`src/rtl/fetch_ctrl.sv`:
```
// fetch_ctrl: single-outstanding instruction fetch sequencer.
// Drives the next PC, issues IMEM reads and presents one slot to decode.
module fetch_ctrl #(
  parameter int unsigned TIMEOUT = 255
) (
  input  logic        CLK,
  input  logic        RST_N,
  input  logic [63:0] INST_ADDR,
  output logic [63:0] NEXT_ADDR,
  input  logic        BR_TAKEN,
  input  logic [63:0] BR_TARGET,
  input  logic        STALL,
  output logic        IMEM_REQ,
  output logic [63:0] IMEM_ADDR,
  input  logic        IMEM_ACK,
  input  logic [31:0] IMEM_RDATA,
  output logic        IF_VALID,
  output logic [31:0] IF_INST,
  output logic [63:0] IF_PC,
  output logic [31:0] FETCH_CNT,
  output logic        MISALIGN,
  output logic        TIMEOUT_ERR
);

  localparam logic [1:0] IDLE  = 2'd0;
  localparam logic [1:0] FETCH = 2'd1;
  localparam logic [1:0] HOLD  = 2'd2;
  localparam logic [1:0] DRAIN = 2'd3;

  localparam logic [15:0] TMO = 16'(TIMEOUT);

  logic [1:0]  state_q, state_d;
  logic        if_valid_q, if_valid_d;
  logic [31:0] if_inst_q, if_inst_d;
  logic [63:0] if_pc_q, if_pc_d;
  logic [31:0] fetch_cnt_q, fetch_cnt_d;
  logic        misalign_q, misalign_d;
  logic        timeout_err_q, timeout_err_d;
  logic [15:0] wait_cnt_q, wait_cnt_d;
  logic [63:0] drain_addr_q, drain_addr_d;

  logic        req;
  logic [63:0] br_addr;

  assign req     = (state_q == FETCH) || (state_q == DRAIN);
  assign br_addr = {BR_TARGET[63:2], 2'b00};

  // FSM transitions, slot capture/consume and delivered-count update
  always_comb begin
    state_d      = state_q;
    if_valid_d   = if_valid_q;
    if_inst_d    = if_inst_q;
    if_pc_d      = if_pc_q;
    fetch_cnt_d  = fetch_cnt_q;
    drain_addr_d = drain_addr_q;
    unique case (state_q)
      IDLE: state_d = FETCH;
      FETCH: begin
        if (BR_TAKEN) begin
          if (IMEM_ACK) begin
            state_d = FETCH;
          end else begin
            state_d      = DRAIN;
            drain_addr_d = INST_ADDR;
          end
        end else if (IMEM_ACK) begin
          state_d    = HOLD;
          if_valid_d = 1'b1;
          if_inst_d  = IMEM_RDATA;
          if_pc_d    = INST_ADDR;
        end
      end
      HOLD: begin
        if (BR_TAKEN) begin
          state_d    = FETCH;
          if_valid_d = 1'b0;
        end else if (!STALL) begin
          state_d    = FETCH;
          if_valid_d = 1'b0;
          if (fetch_cnt_q != 32'hFFFF_FFFF) begin
            fetch_cnt_d = fetch_cnt_q + 32'd1;
          end
        end
      end
      DRAIN: begin
        if (IMEM_ACK) begin
          state_d = FETCH;
        end
      end
      default: state_d = IDLE;
    endcase
  end

  // Sticky misalign flag and request wait counter with timeout flag
  always_comb begin
    misalign_d    = misalign_q;
    timeout_err_d = timeout_err_q;
    wait_cnt_d    = 16'd0;
    if (BR_TAKEN && (BR_TARGET[1:0] != 2'b00)) begin
      misalign_d = 1'b1;
    end
    if (req && !IMEM_ACK) begin
      if (wait_cnt_q != 16'hFFFF) begin
        wait_cnt_d = wait_cnt_q + 16'd1;
      end else begin
        wait_cnt_d = wait_cnt_q;
      end
      if (wait_cnt_d >= TMO) begin
        timeout_err_d = 1'b1;
      end
    end
  end

  // Next-PC select: redirect beats sequential advance beats hold
  always_comb begin
    NEXT_ADDR = INST_ADDR;
    if (RST_N) begin
      if (BR_TAKEN) begin
        NEXT_ADDR = br_addr;
      end else if ((state_q == FETCH) && IMEM_ACK) begin
        NEXT_ADDR = INST_ADDR + 64'd4;
      end
    end
  end

  // State registers
  always_ff @(posedge CLK or negedge RST_N) begin
    if (!RST_N) begin
      state_q       <= IDLE;
      if_valid_q    <= 1'b0;
      if_inst_q     <= 32'd0;
      if_pc_q       <= 64'd0;
      fetch_cnt_q   <= 32'd0;
      misalign_q    <= 1'b0;
      timeout_err_q <= 1'b0;
      wait_cnt_q    <= 16'd0;
      drain_addr_q  <= 64'd0;
    end else begin
      state_q       <= state_d;
      if_valid_q    <= if_valid_d;
      if_inst_q     <= if_inst_d;
      if_pc_q       <= if_pc_d;
      fetch_cnt_q   <= fetch_cnt_d;
      misalign_q    <= misalign_d;
      timeout_err_q <= timeout_err_d;
      wait_cnt_q    <= wait_cnt_d;
      drain_addr_q  <= drain_addr_d;
    end
  end

  assign IMEM_REQ    = req;
  assign IMEM_ADDR   = (state_q == FETCH) ? INST_ADDR :
                       (state_q == DRAIN) ? drain_addr_q : 64'd0;
  assign IF_VALID    = if_valid_q;
  assign IF_INST     = if_inst_q;
  assign IF_PC       = if_pc_q;
  assign FETCH_CNT   = fetch_cnt_q;
  assign MISALIGN    = misalign_q;
  assign TIMEOUT_ERR = timeout_err_q;

endmodule

```
`config.mk`:
```
export PLATFORM = sky130hd
export DESIGN_NAME = fetch_ctrl
export DESIGN_NICKNAME = d
export VERILOG_FILES = /design/src/rtl/fetch_ctrl.sv
export SDC_FILE = /design/constraint.sdc
export NUM_CORES = 1
export LEC_CHECK = 0
export BUFFER_PORTS_ARGS = -buffer_cell sky130_fd_sc_hd__buf_2
export CORE_ASPECT_RATIO = 0.6
export CORE_UTILIZATION = 40
export CTS_CLUSTER_SIZE = 10
export DETAILED_ROUTE_END_ITERATION = 10
export PLACE_DENSITY_LB_ADDON = 0.15
export SYNTH_ARGS = -nofsm -noshare
export SYNTH_HDL_FRONTEND = slang
export SYNTH_SLANG_ARGS = --single-unit
```
`constraint.sdc`:
```
create_clock -name CLK -period 4.91 [get_ports CLK]
set_input_delay 0.2455 -clock CLK [delete_from_list [all_inputs] [get_ports CLK]]
set_output_delay 0.2455 -clock CLK [all_outputs]
set_load 0.05 [all_outputs]
```
* Word level (Yosys, flattened, before mapping) *
Index checks and enable logic that the tools add are counted.

word-level totals
  flip-flop bits (word level) = 213
  output and inout bits = 260

cells by class
  add/subtract/negate cells = 3
  magnitude comparators = 1
  equal/unequal tests = 10
  multiplexer cells = 20
  bitwise logic cells = 3
  reduce and logical (&&, ||, !) cells = 14

operators with widths
  operator                 count
  $mux W64                 5
  $add A64 B3 Y64 const B  1
  $mux W16                 3
  $add A32 B1 Y32 const B  1
  $ne A32 B32 Y1 const B   1
  $add A16 B1 Y16 const B  1
  $ge A16 B8 Y1 const B    1
  $ne A16 B16 Y1 const B   1
  $mux W2                  6
  $reduce_and A3 Y1        3
  $pmux W2 S4              1
  $reduce_and A4 Y1        2
  $ne A2 B2 Y1 const B     3
  $ne A3 B3 Y1 const B     2
  $eq A2 B2 Y1 const B     2
  $mux W1                  4
  $reduce_bool A2 Y1       2
  $logic_and A1 B1 Y1      3
  $not A1 Y1               3
  $eq A2 B1 Y1 const B     1
  $logic_not A2 Y1         1
  $pmux W1 S2              1
  $reduce_and A2 Y1        1
  $logic_not A1 Y1         1
  $logic_or A1 B1 Y1       1

* Logic depth before layout (Yosys ltp) *
Gate-level depths: netlist of the first run.

  depth after elaboration = 6
  gate-level depth with buffers = 9
  gate-level depth less buffers = 7

* Worst setup path after synthesis of the first run *
No wires, ideal clock.

  path kind = register to output
  from = register state_q[1]
  to = output port NEXT_ADDR[48]
  data arrival time = 2.888 ns
  path slack = 1.776 ns
  cell stages (with the launch flop) = 10
  cell sequence = dfrtp_1 buf_2 and4b_1 buf_2 nand4_4 nor3_1 buf_4 and2_1 a211oi_1 a311oi_1

between the ends
  cells in the longest elaborated chain, start to end = 5

RTL lines
  item                    RTL line  source
  start, declared         32        logic [1:0] state_q, state_d;
  start signal, assigned  139       state_q <= state_d;
  $eq A2 B1 Y1            120       end else if ((state_q == FETCH) && IMEM_ACK) begin
  $logic_and A1 B1 Y1     120
  $mux W64                120
  $mux W64                118       if (BR_TAKEN) begin
  $mux W64                117       if (RST_N) begin
  end, declared           9         output logic [63:0] NEXT_ADDR,

No other way between the ends.

* Final worst setup path of the first run *
  from = register state_q[0]
  to = output port NEXT_ADDR[37]

The elaborated chain is that of the path after synthesis.

==> results of run 1 <==
-- power breakdown --
group          switching, µW  internal, µW
Combinational           2450           943
Clock                    727           925
Sequential               263          2210
-- cells by family after synthesis --
group | Yosys count | share of synthesized area [%]
buf+inv | 115 | 4.015
xor+xnor | 38 | 2.650
flops | 213 | 42.44
compound gates | 197 | 10.65
fa+ha+maj | 3 | 0.2989
simple gates | 391 | 18.81
mux | 245 | 21.14
-- final timing paths --
kind / startpoint / to / slack (ns) / cells past startpoint
max: state_q[0] / NEXT_ADDR[37] / 0.73 / 7
min in group asynchronous: RST_N / wait_cnt_q[12] / 0.29 / 2
max reg2reg: state_q[1] / FETCH_CNT[26] / 1.57 / 7
min reg2reg: MISALIGN / MISALIGN / 0.46 / 1
max in group asynchronous: RST_N / state_q[1] / 3.11 / 3
min: INST_ADDR[10] / IF_PC[10] / 0.04 / 2
-- stage by stage --
step                instance area [µm²]  setup slack, ns  power [µW]  util (%)
finish                            15940           0.7349        7524     52.41
global route                      15940           0.5923        7841     52.41
CTS                               15930           0.7618        7579     52.40
detailed placement                14870            1.350        5875     48.89
global placement                  14870            1.360        5834     48.89
floorplan                         12560            1.776        4988         -
-- synthesized netlist by cell type (18+ instances only) --
| library cell | instances |
|---|---|
| and4_1 | 22 |
| dfrtp_1 | 213 |
| mux2i_1 | 83 |
| nor3_1 | 18 |
| xnor2_1 | 23 |
| nand3_1 | 40 |
| mux2_2 | 156 |
| o22ai_1 | 40 |
| buf_2 | 26 |
| a21oi_1 | 39 |
| nor2_1 | 59 |
| nand2_1 | 59 |
| and3_1 | 30 |
| clkbuf_1 | 57 |
| nor2b_1 | 73 |
| nand4_1 | 29 |
| o21ai_0 | 20 |
-- placed cells by master (no fill, tap or decap), types with 10 or more instances in the layout --
cell,instances
a211oi_1,11
a21oi_1,39
a221o_1,10
a22oi_1,11
a31oi_1,17
and2_1,14
and3_1,30
and4_1,22
buf_2,423
buf_4,11
clkbuf_16,25
dfrtp_1,211
dlygate4sd3_1,40
inv_1,11
mux2_2,156
mux2i_1,83
nand2_1,58
nand3_1,40
nand4_1,29
nor2_1,57
nor2b_1,73
nor3_1,18
o21ai_0,20
o22ai_1,40
xnor2_1,23
xor2_1,15
-- worst max-delay path, stage by stage, from the launching register on --
cell and delay, ns:
dfrtp_2 0.79, nand3b_4 0.19, or3_4 0.46, nor4_4 0.91
and2_1 0.49, a41o_1 0.24, a21oi_1 0.07, buf_2 0.24
-- sequential cells by signal, summed over array words and instances (netlist names) --
register and count:
IF_VALID 1, drain_addr_q 64, TIMEOUT_ERR 1, MISALIGN 1, state_q 2, IF_PC 64
FETCH_CNT 32, IF_INST 32, wait_cnt_q 16
-- area by class of cell --
cell class                      count  area, µm²  share of cell area, %
Sequential cell                   213       5335                  33.48
Clock inverter                      1      8.758                0.05496
Inverter                           13      48.80                 0.3062
Timing Repair Buffer              476       2635                  16.53
Antenna cell                        1      2.502                0.01570
Multi-Input combinational cell    874       6738                  42.28
Clock buffer                       31      658.1                  4.130
Tap cell                          408      510.5                  3.203
-- layer usage --
metal	vias to the layer above	track usage [%]	wire length (µm)
met5	-	0	0
met3	53	5.779	3057
met1	5634	39.28	20940
met4	0	6.239	844
met2	412	39.83	19220
li1	5214	-	-
==> parameters.txt, run 1 <==
Parameter                              Value

Floorplan
  Die height    139.3 µm
  IO Pins    425
  Die Area    32130 µm²
  Starting Density    41.30%
  Placeable core region    30410 µm²
  Horizontal die dimension    230.8 µm
  Count of standard-cell rows    between 40 and 50

Drt
  Average wire per standard cell    between 20 and 25 µm
  Number of vias in the routed layout    11.31k
  Initial DRC count    819
  Wire length reported by the detailed router    around 44000 µm
  Initial DRT Pass Iterations    5
  Via density per instance    5.609
  Antenna-violating nets left    0
  DRC viols    0

Logic synthesis
  Most area-hungry cell type in the Yosys netlist    dfrtp_1
  Number of enable flip-flop cells after synthesis    0
  Async set-or-reset flop fraction in the synthesized netlist    between 90% and 100%
  Sequential cell area fraction in the yosys report    42.44%
  Synthesized net count    1370
  Flops & latches, synth    213
  Post-synthesis area per instance    10.45 µm²
  Post-Synthesis Cell Area    approximately 13000 µm²
  Synth Flop Type    dfrtp_1
  Main area contributors after synthesis    dfrtp_1 (42%), mux2_2 (14%), mux2i_1 (6.6%)
  Synthesis Warnings    0
  Post-Syn Instances    1202
  Number of distinct library cell variants in the gate-level netlist after synthesis    72
  Area fraction of the dominant cell type after synthesis    42.44%

Worst setup path
  Arrival time at the worst endpoint    3.93 ns
  CP required    4.66 ns
  WS Path Type    flip-flop to output pin
  Kind of capture point of the worst setup path    output pin
  Crit-path max FO    37
  Nature of the critical path startpoint    flip-flop

Clocking
  Deepest level of the CTS H-tree    1
  Root Driver    clkbuf_16
  Number of buffers between clock root and the deepest sink    3
  Clock tree from TritonCTS    done
  Hold Buf Count CTS    40
  Number of cells upsized or downsized after cts    0
  Number of sinks on the clock net    about 210
  Clock latency on the worst-skew pair    around 0.54 ns
  Clock transition at the registers of the reported paths    0.06 ns
  Total clock buffers created by CTS    25
  Number of setup buffers added after CTS    0

Timing
  Accumulated negative setup slack    0 ns
  Highest achievable clock rate    239.5 MHz
  Worst slew margin    about 19%
  Worst setup skew after layout    0.01848 ns
  Time the final worst path needs with I/O delays and setup    4.175 ns
  Least-Margin Pin Slew    1.210 ns
  Min Hold Slack    0.03517 ns
  Final Hold Fails    0
  Final setup violation count    0
  Unrepaired setup endpoints after global routing    false
  Share of the clock period used by the worst path    ~85%
  Fin. max-slew vios    0

Flow run
  Maxcap violations    0

Placed design
  Placer's final routability congestion estimate    0.8754
  Placed wire-length estimate    31430 µm
  Placed cell count    1944
  Count of buffers inserted at the top-level ports    424

Global routing
  Global route overflow    0
  Global-route wire length before repair    66780 µm
  Number of antenna violations at the first check in global routing    1
  Tot GR Track Use    about a quarter
  Largest net degree at the start of global routing    ~130
  Number of global-route vias before repair    10.93k

Finish
  Final std cells w/o fill    roughly 2.0k
  Area grow syn2layout    26.89%
  Total of fill cells in the finished design    approximately 2.8k
  Fraction of layout cells with a size suffix above 1    40.73%
  Fin nets    1771

Hold path
  Kind of path behind the tightest hold check    input port to flip-flop

Outcome
  Run status    completed

Power
  Maximum vdd drop    ~0.34 mV
  P per Cell Area    472.1 nW/µm²
  Leakage dissipation    0.007411 µW
(Power assumes the default switching activity.)
==> run 2, diff against run 1 <==
- CORE_AREA: not set -> 2 2 164 166
- CORE_ASPECT_RATIO: 0.6 -> not set
- CORE_UTILIZATION: 40 -> not set
- DIE_AREA: not set -> 0 0 166 168
- clock period: 4.91 -> 5.4 ns (I/O delays scaled with it)
==> run 2 against run 1 <==
Clock skew fell by 0.013 ns; first-iteration DRC count fell by 13%; register-to-register slack better by 0.53 ns; global-route usage increased by 1.8 points; setup slack improved by 0.69 ns; cell area fell by 0.28%; critical endpoint is now NEXT_ADDR[59].
==> parameters.txt, run 2 (synthesized netlist as in run 1, its figures left out) <==
Parameter                              Value

Outcome
  Run status    completed

Global routing
  Global route overflow    0 (unchanged)
  Number of global-route vias before repair    11.26k (+3.0%)
  Largest net degree at the start of global routing    74 (-44%)
  Global-route wire length before repair    64020 µm (-4.1%)
  Tot GR Track Use    28.46% (+1.8 points)
  Number of antenna violations at the first check in global routing    1 (unchanged)

Finish
  Commonest non-fill, non-tap cells in the layout    buf_2 (423), dfrtp_1 (211), mux2_2 (156), mux2i_1 (83), nor2b_1 (73)
  Fin nets    1767 (-0.23%)
  Area grow syn2layout    26.53%
  Total of fill cells in the finished design    2305 (-18%)
  Fraction of layout cells with a size suffix above 1    40.91% (+0.17 points)
  Footprint of the multi-input gates    6738 µm² (unchanged)
  Register cell area after layout    5335 µm² (unchanged)
  Most frequent standard cell in the layout excluding fill and tap cells    buf_2
  Final std cells w/o fill    1953 (-3.2%)

Drt
  Initial DRT Pass Iterations    5 (unchanged)
  Average wire per standard cell    20.60 µm (-5.7%)
  Number of vias in the routed layout    11.25k (-0.57%)
  Antenna-violating nets left    0 (unchanged)
  Via density per instance    5.759 (+2.7%)
  Wire length reported by the detailed router    40230 µm (-8.7%)
  DRC viols    0 (unchanged)
  Initial DRC count    709 (-13%)

Hold path
  Hold path startpoint    INST_ADDR[0]
  Kind of path behind the tightest hold check    input port to flip-flop

Placed design
  Placed wire-length estimate    27980 µm (-11%)
  Placer's final routability congestion estimate    0.8833 (+0.90%)
  Placed cell count    1877 (-3.4%)
  Count of buffers inserted at the top-level ports    424 (unchanged)

Worst setup path
  Nature of the critical path startpoint    flip-flop
  WS Path Type    flip-flop to output pin
  Crit-path max FO    23 (-38%)
  Arrival time at the worst endpoint    3.71 ns (-0.22 ns)
  Start point of the critical path    state_q[1]
  Worst reg2reg startpoint    state_q[1]
  Register-to-Register Setup Slack    2.10 ns (+0.53 ns)
  CP required    5.13 ns (+0.47 ns)
  Kind of capture point of the worst setup path    output pin

Flow run
  Maxcap violations    0 (unchanged)

Floorplan
  Horizontal die dimension    166 µm (-28%)
  Count of standard-cell rows    60 (+22%)
  Die height    168 µm (+21%)
  Starting Density    47.66% (+6.4 points)
  IO Pins    425 (unchanged)
  Placeable core region    26350 µm² (-13%)
  Die Area    27890 µm² (-13%)

Clocking
  Number of sinks on the clock net    213 (unchanged)
  Number of buffers between clock root and the deepest sink    3 (unchanged)
  Clock latency on the worst-skew pair    0.53 ns (about the same)
  Total clock buffers created by CTS    26 (+4.0%)
  Root Driver    clkbuf_16
  Clock transition at the registers of the reported paths    0.06 ns (about the same)
  Deepest level of the CTS H-tree    1 (unchanged)
  Clock tree from TritonCTS    done
  Number of cells upsized or downsized after cts    0 (unchanged)

Timing
  Least-Margin Pin Slew    1.213 ns (+0.002546 ns)
  Time the final worst path needs with I/O delays and setup    3.975 ns
  Worst slew margin    19.04% (-0.17 points)
  Final Hold Fails    0 (unchanged)
  Fin. max-slew vios    0 (unchanged)
  Highest achievable clock rate    251.6 MHz
  Accumulated negative setup slack    0 ns (unchanged)
  Unrepaired setup endpoints after global routing    false
  Worst setup skew after layout    0.005669 ns (-0.01281 ns)
  Final setup violation count    0 (unchanged)
  Share of the clock period used by the worst path    73.62%

Power
  Leakage dissipation    0.007431 µW (+0.27%)
  P per Cell Area    435.4 nW/µm² (-7.8%)
  Maximum vdd drop    0.3491 mV (+2.1%)
  Overall power after layout    6919 µW (-8.0%)
-- run 2: cell count changes in the layout (fill, tap and decap cells not counted), sizes merged --
cell         change
clkinv           +1
inv              -1
dlygate4sd3      -5
clkbuf           +8
-- run 2: metal layers --
layer,GRT usage [%],up-vias,routed length [µm]
met4,11.12,0,1545
met2,46.11,461,18920
met3,5.125,87,2540
met5,0,-,0
met1,38.18,5477,17220
li1,-,5223,-
-- run 2: stage by stage --
step	setup slack [ns]	utilization [%]	hold WS, ns	instance area (µm²)
4_1_cts	1.441	60.30	0.03156	15890
3_3_place_gp	2.071	56.10	0.1582	14780
3_5_place_dp	2.001	56.10	0.1587	14780
2_1_floorplan	2.242	-	-0.02559	12560
6_report	1.425	60.31	0.04662	15890
5_1_grt	1.253	60.31	0.04402	15890
-- run 2: cell type report --
cell class                 instances  share of cell area [%]
antenna                            1                 0.01575
clock buffer                      39                   4.724
clock inverter                     1                 0.03149
inverter                          13                  0.3071
multi-input combinational        874                   42.40
sequential                       213                   33.57
tap                              341                   2.685
timing repair buffer             471                   16.27
-- run 2: worst max-delay path, cell delays in order, from the launching register on --
cell and delay (ns):
dfrtp_4 0.65, nand3b_4 0.26, or3_4 0.43, nor4_4 0.81
and4_1 0.36, nor3_1 0.06, a211oi_1 0.27, buf_2 0.33
-- run 2: what timing repair did --
item	in CTS	in global routing
buffers inserted	0	0
hold buffers	35	0
endpoints found under the hold margin	60	0
-- run 2: report_power, final --
| group | leakage, µW | switching (µW) | internal, µW |
|---|---|---|---|
| logic | 0.00447 | 2230 | 855 |
| clock network | 0.000369 | 656 | 942 |
| registers | 0.00259 | 225 | 2010 |
| total | 0.00743 | 3110 | 3810 |
-- run 2: path summary, 6_finish.rpt --
check,to,cells past startpoint
setup / recovery,NEXT_ADDR[59],7
hold / removal,drain_addr_q[0],2
setup reg to reg,FETCH_CNT[17],7
hold reg to reg,MISALIGN,1
max in group asynchronous,IF_PC[30],4
min in group asynchronous,wait_cnt_q[12],2
